$ cat src/rtl/traffic_light_multi.sv
// N-direction round-robin intersection controller.
// Green/yellow/all-red per approach, early pass with minimum green, latched walk phase.
module traffic_light_multi #(
    parameter int N_DIR       = 2,
    parameter int CNT_W       = 8,
    parameter int T_GREEN     = 8,
    parameter int T_MIN_GREEN = 3,
    parameter int T_YELLOW    = 2,
    parameter int T_ALLRED    = 1,
    parameter int T_WALK      = 4,
    localparam int DIR_W      = (N_DIR > 1) ? $clog2(N_DIR) : 1
) (
    input  logic             clk,
    input  logic             rst,
    input  logic             pass,
    input  logic             ped_req,
    output logic [N_DIR-1:0] R,
    output logic [N_DIR-1:0] G,
    output logic [N_DIR-1:0] Y,
    output logic             walk,
    output logic [DIR_W-1:0] phase_dir
);

    if (N_DIR < 2) begin : g_chk_ndir
        $error("N_DIR must be >= 2");
    end
    if (T_GREEN < 1 || T_YELLOW < 1 || T_ALLRED < 1 ||
        T_WALK < 1 || T_MIN_GREEN < 1) begin : g_chk_min
        $error("phase durations must be >= 1");
    end
    if (T_GREEN > 2**CNT_W || T_YELLOW > 2**CNT_W ||
        T_ALLRED > 2**CNT_W || T_WALK > 2**CNT_W ||
        T_MIN_GREEN > 2**CNT_W) begin : g_chk_max
        $error("phase durations must fit in CNT_W");
    end
    if (T_MIN_GREEN > T_GREEN) begin : g_chk_mg
        $error("T_MIN_GREEN must not exceed T_GREEN");
    end

    typedef enum logic [1:0] {
        S_GREEN,
        S_YELLOW,
        S_ALLRED,
        S_WALK
    } state_t;

    localparam logic [CNT_W-1:0] G_LAST   = CNT_W'(T_GREEN - 1);
    localparam logic [CNT_W-1:0] MIN_LAST = CNT_W'(T_MIN_GREEN - 1);
    localparam logic [CNT_W-1:0] Y_LAST   = CNT_W'(T_YELLOW - 1);
    localparam logic [CNT_W-1:0] A_LAST   = CNT_W'(T_ALLRED - 1);
    localparam logic [CNT_W-1:0] W_LAST   = CNT_W'(T_WALK - 1);
    localparam logic [DIR_W-1:0] DIR_MAX  = DIR_W'(N_DIR - 1);

    state_t           st, st_n;
    logic [DIR_W-1:0] dir, dir_n, dir_inc;
    logic [CNT_W-1:0] cnt, cnt_n;
    logic             pass_pend, pass_pend_n;
    logic             ped_pend, ped_pend_n;

    assign dir_inc = (dir == DIR_MAX) ? '0 : dir + 1'b1;

    always_comb begin
        st_n        = st;
        dir_n       = dir;
        cnt_n       = cnt + 1'b1;
        pass_pend_n = pass_pend;
        ped_pend_n  = ped_pend | ped_req;
        unique case (st)
            S_GREEN: begin
                if (cnt == G_LAST ||
                    ((pass || pass_pend) && cnt >= MIN_LAST)) begin
                    st_n        = S_YELLOW;
                    cnt_n       = '0;
                    pass_pend_n = 1'b0;
                end else if (pass) begin
                    // too early to end green: remember the request
                    pass_pend_n = 1'b1;
                end
            end
            S_YELLOW: begin
                if (cnt == Y_LAST) begin
                    st_n  = S_ALLRED;
                    cnt_n = '0;
                end
            end
            S_ALLRED: begin
                if (cnt == A_LAST) begin
                    cnt_n = '0;
                    if (ped_pend) begin
                        st_n       = S_WALK;
                        ped_pend_n = 1'b0;
                    end else begin
                        st_n  = S_GREEN;
                        dir_n = dir_inc;
                    end
                end
            end
            S_WALK: begin
                if (cnt == W_LAST) begin
                    st_n  = S_GREEN;
                    cnt_n = '0;
                    dir_n = dir_inc;
                end
            end
            default: begin
                st_n  = S_GREEN;
                cnt_n = '0;
            end
        endcase
    end

    always_ff @(posedge clk) begin
        if (rst) begin
            st        <= S_GREEN;
            dir       <= '0;
            cnt       <= '0;
            pass_pend <= 1'b0;
            ped_pend  <= 1'b0;
        end else begin
            st        <= st_n;
            dir       <= dir_n;
            cnt       <= cnt_n;
            pass_pend <= pass_pend_n;
            ped_pend  <= ped_pend_n;
        end
    end

    logic [N_DIR-1:0] sel;
    assign sel = N_DIR'(1) << dir;

    always_comb begin
        G = '0;
        Y = '0;
        if (st == S_GREEN) G = sel;
        if (st == S_YELLOW) Y = sel;
    end

    assign R         = ~(G | Y);
    assign walk      = (st == S_WALK);
    assign phase_dir = dir;

endmodule
$ cat config.mk
export PLATFORM = sky130hd
export DESIGN_NAME = traffic_light_multi
export DESIGN_NICKNAME = d
export VERILOG_FILES = /design/src/rtl/traffic_light_multi.sv
export SDC_FILE = /design/constraint.sdc
export NUM_CORES = 1
export LEC_CHECK = 0
export ABC_CLOCK_PERIOD_IN_PS = 3600
export CAP_MARGIN = 20
export CELL_PAD_IN_SITES_DETAIL_PLACEMENT = 1
export CELL_PAD_IN_SITES_GLOBAL_PLACEMENT = 1
export CORE_MARGIN = 4
export CORE_UTILIZATION = 41
export DETAILED_ROUTE_END_ITERATION = 6
export HOLD_SLACK_MARGIN = 0.12
export PLACE_DENSITY = 0.79
export SYNTH_ARGS = -nofsm -noshare
export SYNTH_HDL_FRONTEND = slang
export SYNTH_SLANG_ARGS = --single-unit
$ cat constraint.sdc
create_clock -name clk -period 3.6 [get_ports clk]
set_clock_uncertainty 0.05 [all_clocks]
set_input_delay 0.72 -clock clk [delete_from_list [all_inputs] [get_ports clk]]
set_output_delay 0.72 -clock clk [all_outputs]
set_load 0.03 [all_outputs]
======== After elaboration in Yosys (flattened, before gate mapping) ========
Index checks and enable logic that the tools add are counted.
word-level totals
  output and inout port bits .............. 8
  register bits ........................... 13
  word-level logic and storage cells ...... 56
  input bits .............................. 4
operators by class
  equality and inequality tests ........... 11
  $lt $le $gt $ge ......................... 1
  $add $sub $neg .......................... 2
  bitwise operators ....................... 3
  reductions and logical operators ........ 10
  shift operators ......................... 1
  mux-type cells .......................... 23
operators by type and width
  cell                                                               number
  2-to-1 mux 8 bit                                                   4
  one-hot mux 8 bit (4 select lines)                                 1
  2-to-1 mux 2 bit                                                   7
  2-to-1 mux 1 bit                                                   9
  adder 8 x 1 -> 8 bit, second input constant                        1
  == test 8 x 1 -> 1 bit, second input constant                      1
  == test 8 x 2 -> 1 bit, second input constant                      1
  == test 8 x 3 -> 1 bit, second input constant                      1
  greater-or-equal comparator 8 x 2 -> 1 bit, second input constant  1
  logical NOT 8 bit                                                  1
  inequality test 2 bit, second input constant                       4
  one-hot mux 2 bit (4 select lines)                                 1
  AND reduction 4 bit                                                2
  == test 2 bit, second input constant                               2
  nonzero test 2 bit                                                 2
  == test 2 x 1 -> 1 bit, second input constant                      1
  logical NOT 2 bit                                                  1
  logical OR 1 bit                                                   2
  inequality test 2 x 1 -> 1 bit, second input constant              1
  inverter 2 bit                                                     1
  bitwise OR 2 bit                                                   1
  one-hot mux 1 bit (2 select lines)                                 1
  AND reduction 2 bit                                                1
  << shifter 1 x 1 -> 2 bit, first input constant                    1
  other kinds (3)                                                    3

======== Depth between registers and ports, before layout ========
  depth in word-level cells ............... 5
  mapped depth ............................ 6
  gate-level depth less buffers ........... 6

======== Worst setup path before layout ========
No wires, ideal clock.
  path type ............................... register to output
  from .................................... register st[0]
  to ...................................... output port Y[0]
  setup slack ............................. 1.582 ns
  arrival ................................. 1.248 ns
  stages on the path, launching flop included .. 3
  path buffers ............................ 1
  path through ............................ dfxtp_1 clkbuf_2 nor3b_1
between the ends
  cells in the longest elaborated chain, start to end .. 2
ends and longest elaborated chain
  what                    RTL line  RTL
  start, declared         54        state_t st, st_n;
  start signal, assigned  120       st <= st_n;
  == test 2 x 1 -> 1 bit  135       if (st == S_YELLOW) Y = sel;
  2-to-1 mux 2 bit        135
  end, declared           19        output logic [N_DIR-1:0] Y,
Every way passes these cells.

======== Worst setup path after layout ========
  from .................................... register st[0]
  to ...................................... output port G[0]
between the ends
  cells in the longest elaborated chain, start to end .. 2
ends and longest elaborated chain
  what               RTL line  RTL
  logical NOT 2 bit  134       if (st == S_GREEN) G = sel;
  2-to-1 mux 2 bit   134
  end, declared      18        output logic [N_DIR-1:0] G,
Every way passes these cells.

==> metrics.cfg <==
[run]
drv_cap = 0

[yosys]
synth.distinct_cells = 35
synth_flop_cell = dfxtp_1
synth_common_cells = dfxtp_1 (13), nor2_1 (8), nor3_1 (8), nand2_1 (5), xor2_1 (5)
synth_edf_count = 0
async_flop_share = 0
syn_area_per_cell_um2 = 8.87
yosysTopAreaCell = dfxtp_1
yosysWarnings = 0
ys_ff_latch = 13
synthCells = 88
synth_top_area_share = 0.333
ys_seq_area_frac = 0.333
synth_most_common_cell = dfxtp_1
synth_area_leaders = dfxtp_1 (33%), ha_1 (6.4%), xor2_1 (5.6%)
synthesis.nets = 96
syn_area_um2 = 781

[grt]
grt_use_met2 = 0.248
gr-usage-met3 = 0.0372
grt_use_total = 0.151
grt_pass1_vias = 648
top_usage_layer = met2
gr-usage-met1 = 0.178
overflow = 0
grt_max_degree = 16
grt_pass1_wl_um = 2970
grt_antenna_before_repair = 0

[pwr]
power.switching_w = 0.000225
p_sw_frac = 0.410
p_clk_frac = 0.169
seqPwrFrac = 0.362
power.leakage_nw = 0.375
power_density_nw_per_um2 = 588
intPower_w = 0.000325
ir_drop_mv = 0.260
comb_power_share = 0.469

[floorplanning]
row_count = 15
die_h_um = 51.6
start_util = 0.443
core_area_um2 = 1760
die_x_um = 51.6
io_pins = 12
dieArea_um2 = 2670

[critical_path]
cp_slowest_cell = clkdlybuf4s50_1
path_depth = 3
regToRegStartpoint = cnt[1]
crit_chain = or2_2 -> nor2_1 -> clkdlybuf4s50_1
crit_path_end = G[0]
crit_path_end_kind = output pin
rrSetupSlack_ns = 1.86
crit_buf_inv = 1
cp.arrival_ns = 1.82
r2r-end = st[0]
startpoint_type = flop
cp_max_fo = 12
cp_data_required_time_ns = 2.83
slowest_delay_ns = 0.67
crit_family = buffers and inverters
crit_type = reg -> out
critPathLaunch = st[0]
rr_worst_depth = 5

[route]
via_per_inst = 5.30
totalWireLength_um = 1750
detail_route.wl_per_cell_um = 14.0
drc = 0
drt_iter0_drc = 4
ant_nets = 0
first_pass_iters = 2
vias = 662

[cts]
cts_made_buffers = 3
cts_setup_buffers = 0
clock-sinks = 13
cts.path.max_buffers = 2
path_clk_slew_ns = 0.08
cts_tree = yes
htreeDepth = 1
clk_root_buffer_cell = clkbuf_4
clk_latency_ns = 0.28
cts.repair.resized = 0
cts_hold_buf = 0

[hold_path]
hold_path.class = reg -> reg

[timing]
relSlewSlack = 0.629
setup_viol = 0
finalHoldViolations = 0
final_max_slew_viol_count = 0
fin_crit_sh = 0.719
finalSetupTns_ns = 0
tightest_slew_ns = 0.554
period_needed_ns = 2.59
rsz0062_at_grt = no
max_freq_ghz = 0.386

[outcome]
status = finished, final reports clean

[cells_and_area]
nNetsFinal = 109
fillers = 226
layout-drive-gt1-share = 0.130
antenna_cells = 0
register_area_um2 = 260
synthToLayoutAreaGrowth_pct = 19.7
multiInputGateArea_um2 = 495
final_area_um2 = 935
final_cells = 125

[placed_design]
dp.final_hpwl_um = 1360
dpl.cell_count = 121
placed_area_um2 = 908
port_buffers = 11
gp_congestion = 0.809

==> cell families (layout without fill, tap and decap cells) <==
family          Yosys count  after routing  synth area share
flops                    13             13             0.333
fa+ha+maj                 4              4            0.0641
compound gates           12             12             0.147
simple gates             45             45             0.330
buf+inv                   6             18            0.0320
xor+xnor                  7              7            0.0785
mux                       1              1            0.0144
==> flip-flops by register name (all words and copies together) (netlist names) <==
signal and cells:
cnt 8, st 2, pass_pend 1, ped_pend 1, phase_dir 1
==> area by class of cell <==
class	instances	area share
well taps	25	0.0335
clock buffers	4	0.0281
multi-input cells	69	0.530
repair buffers	11	0.118
flip-flops and latches	13	0.278
inverters	3	0.0120
==> routing by layer <==
metal	vias up	routed length, um
met2	11	828
met4	0	33
met3	4	54
met1	312	835
met5	-	0
li1	335	-
==> worst min path at each step <==
stage / from / endpoint / slack (ns) / cells after the start
3_5_place_dp: pass_pend / pass_pend / 0.44 / 2
4_1_cts: pass_pend / pass_pend / 0.46 / 2
5_1_grt: pass_pend / pass_pend / 0.49 / 2
2_1_floorplan: pass_pend / pass_pend / 0.41 / 2
3_3_place_gp: pass_pend / pass_pend / 0.43 / 2
6_report: pass_pend / pass_pend / 0.45 / 2
==> stage by stage <==
stage / util / hold slack, ns / setup WS (ns) / power, W
2_1_floorplan: - / 0.412 / 1.58 / 0.000394
3_3_place_gp: 0.515 / 0.427 / 1.36 / 0.000455
3_5_place_dp: 0.515 / 0.444 / 1.31 / 0.000464
4_1_cts: 0.530 / 0.456 / 0.989 / 0.000560
5_1_grt: 0.530 / 0.492 / 0.899 / 0.000595
6_report: 0.530 / 0.449 / 1.01 / 0.000550
==> tightest hold or removal path, stage by stage (launching register included) <==
cell      delay [ns]
dfxtp_1         0.33
nand2b_1        0.06
o21ai_0         0.06
==> power by group through the flow <==
stage                     combinational [W]  clock (W)  sequential (W)
after floorplan                    0.000207          0        0.000187
after global placement             0.000256          0        0.000200
after detailed placement           0.000262          0        0.000202
after CTS                          0.000262  0.0000984        0.000199
after global routing               0.000286   0.000105        0.000204
final                              0.000258  0.0000930        0.000199
==> layout by cell type (no fill, tap or decap), drive strengths merged, types with 4 or more instances in the layout <==
| cell | instances |
|---|---|
| and2 | 4 |
| clkbuf | 4 |
| and3 | 4 |
| nand2 | 6 |
| dfxtp | 13 |
| clkdlybuf4s50 | 11 |
| ha | 4 |
| xor2 | 5 |
| nor3 | 8 |
| nor2 | 8 |
Note: power is estimated with default switching activity, not from simulation.
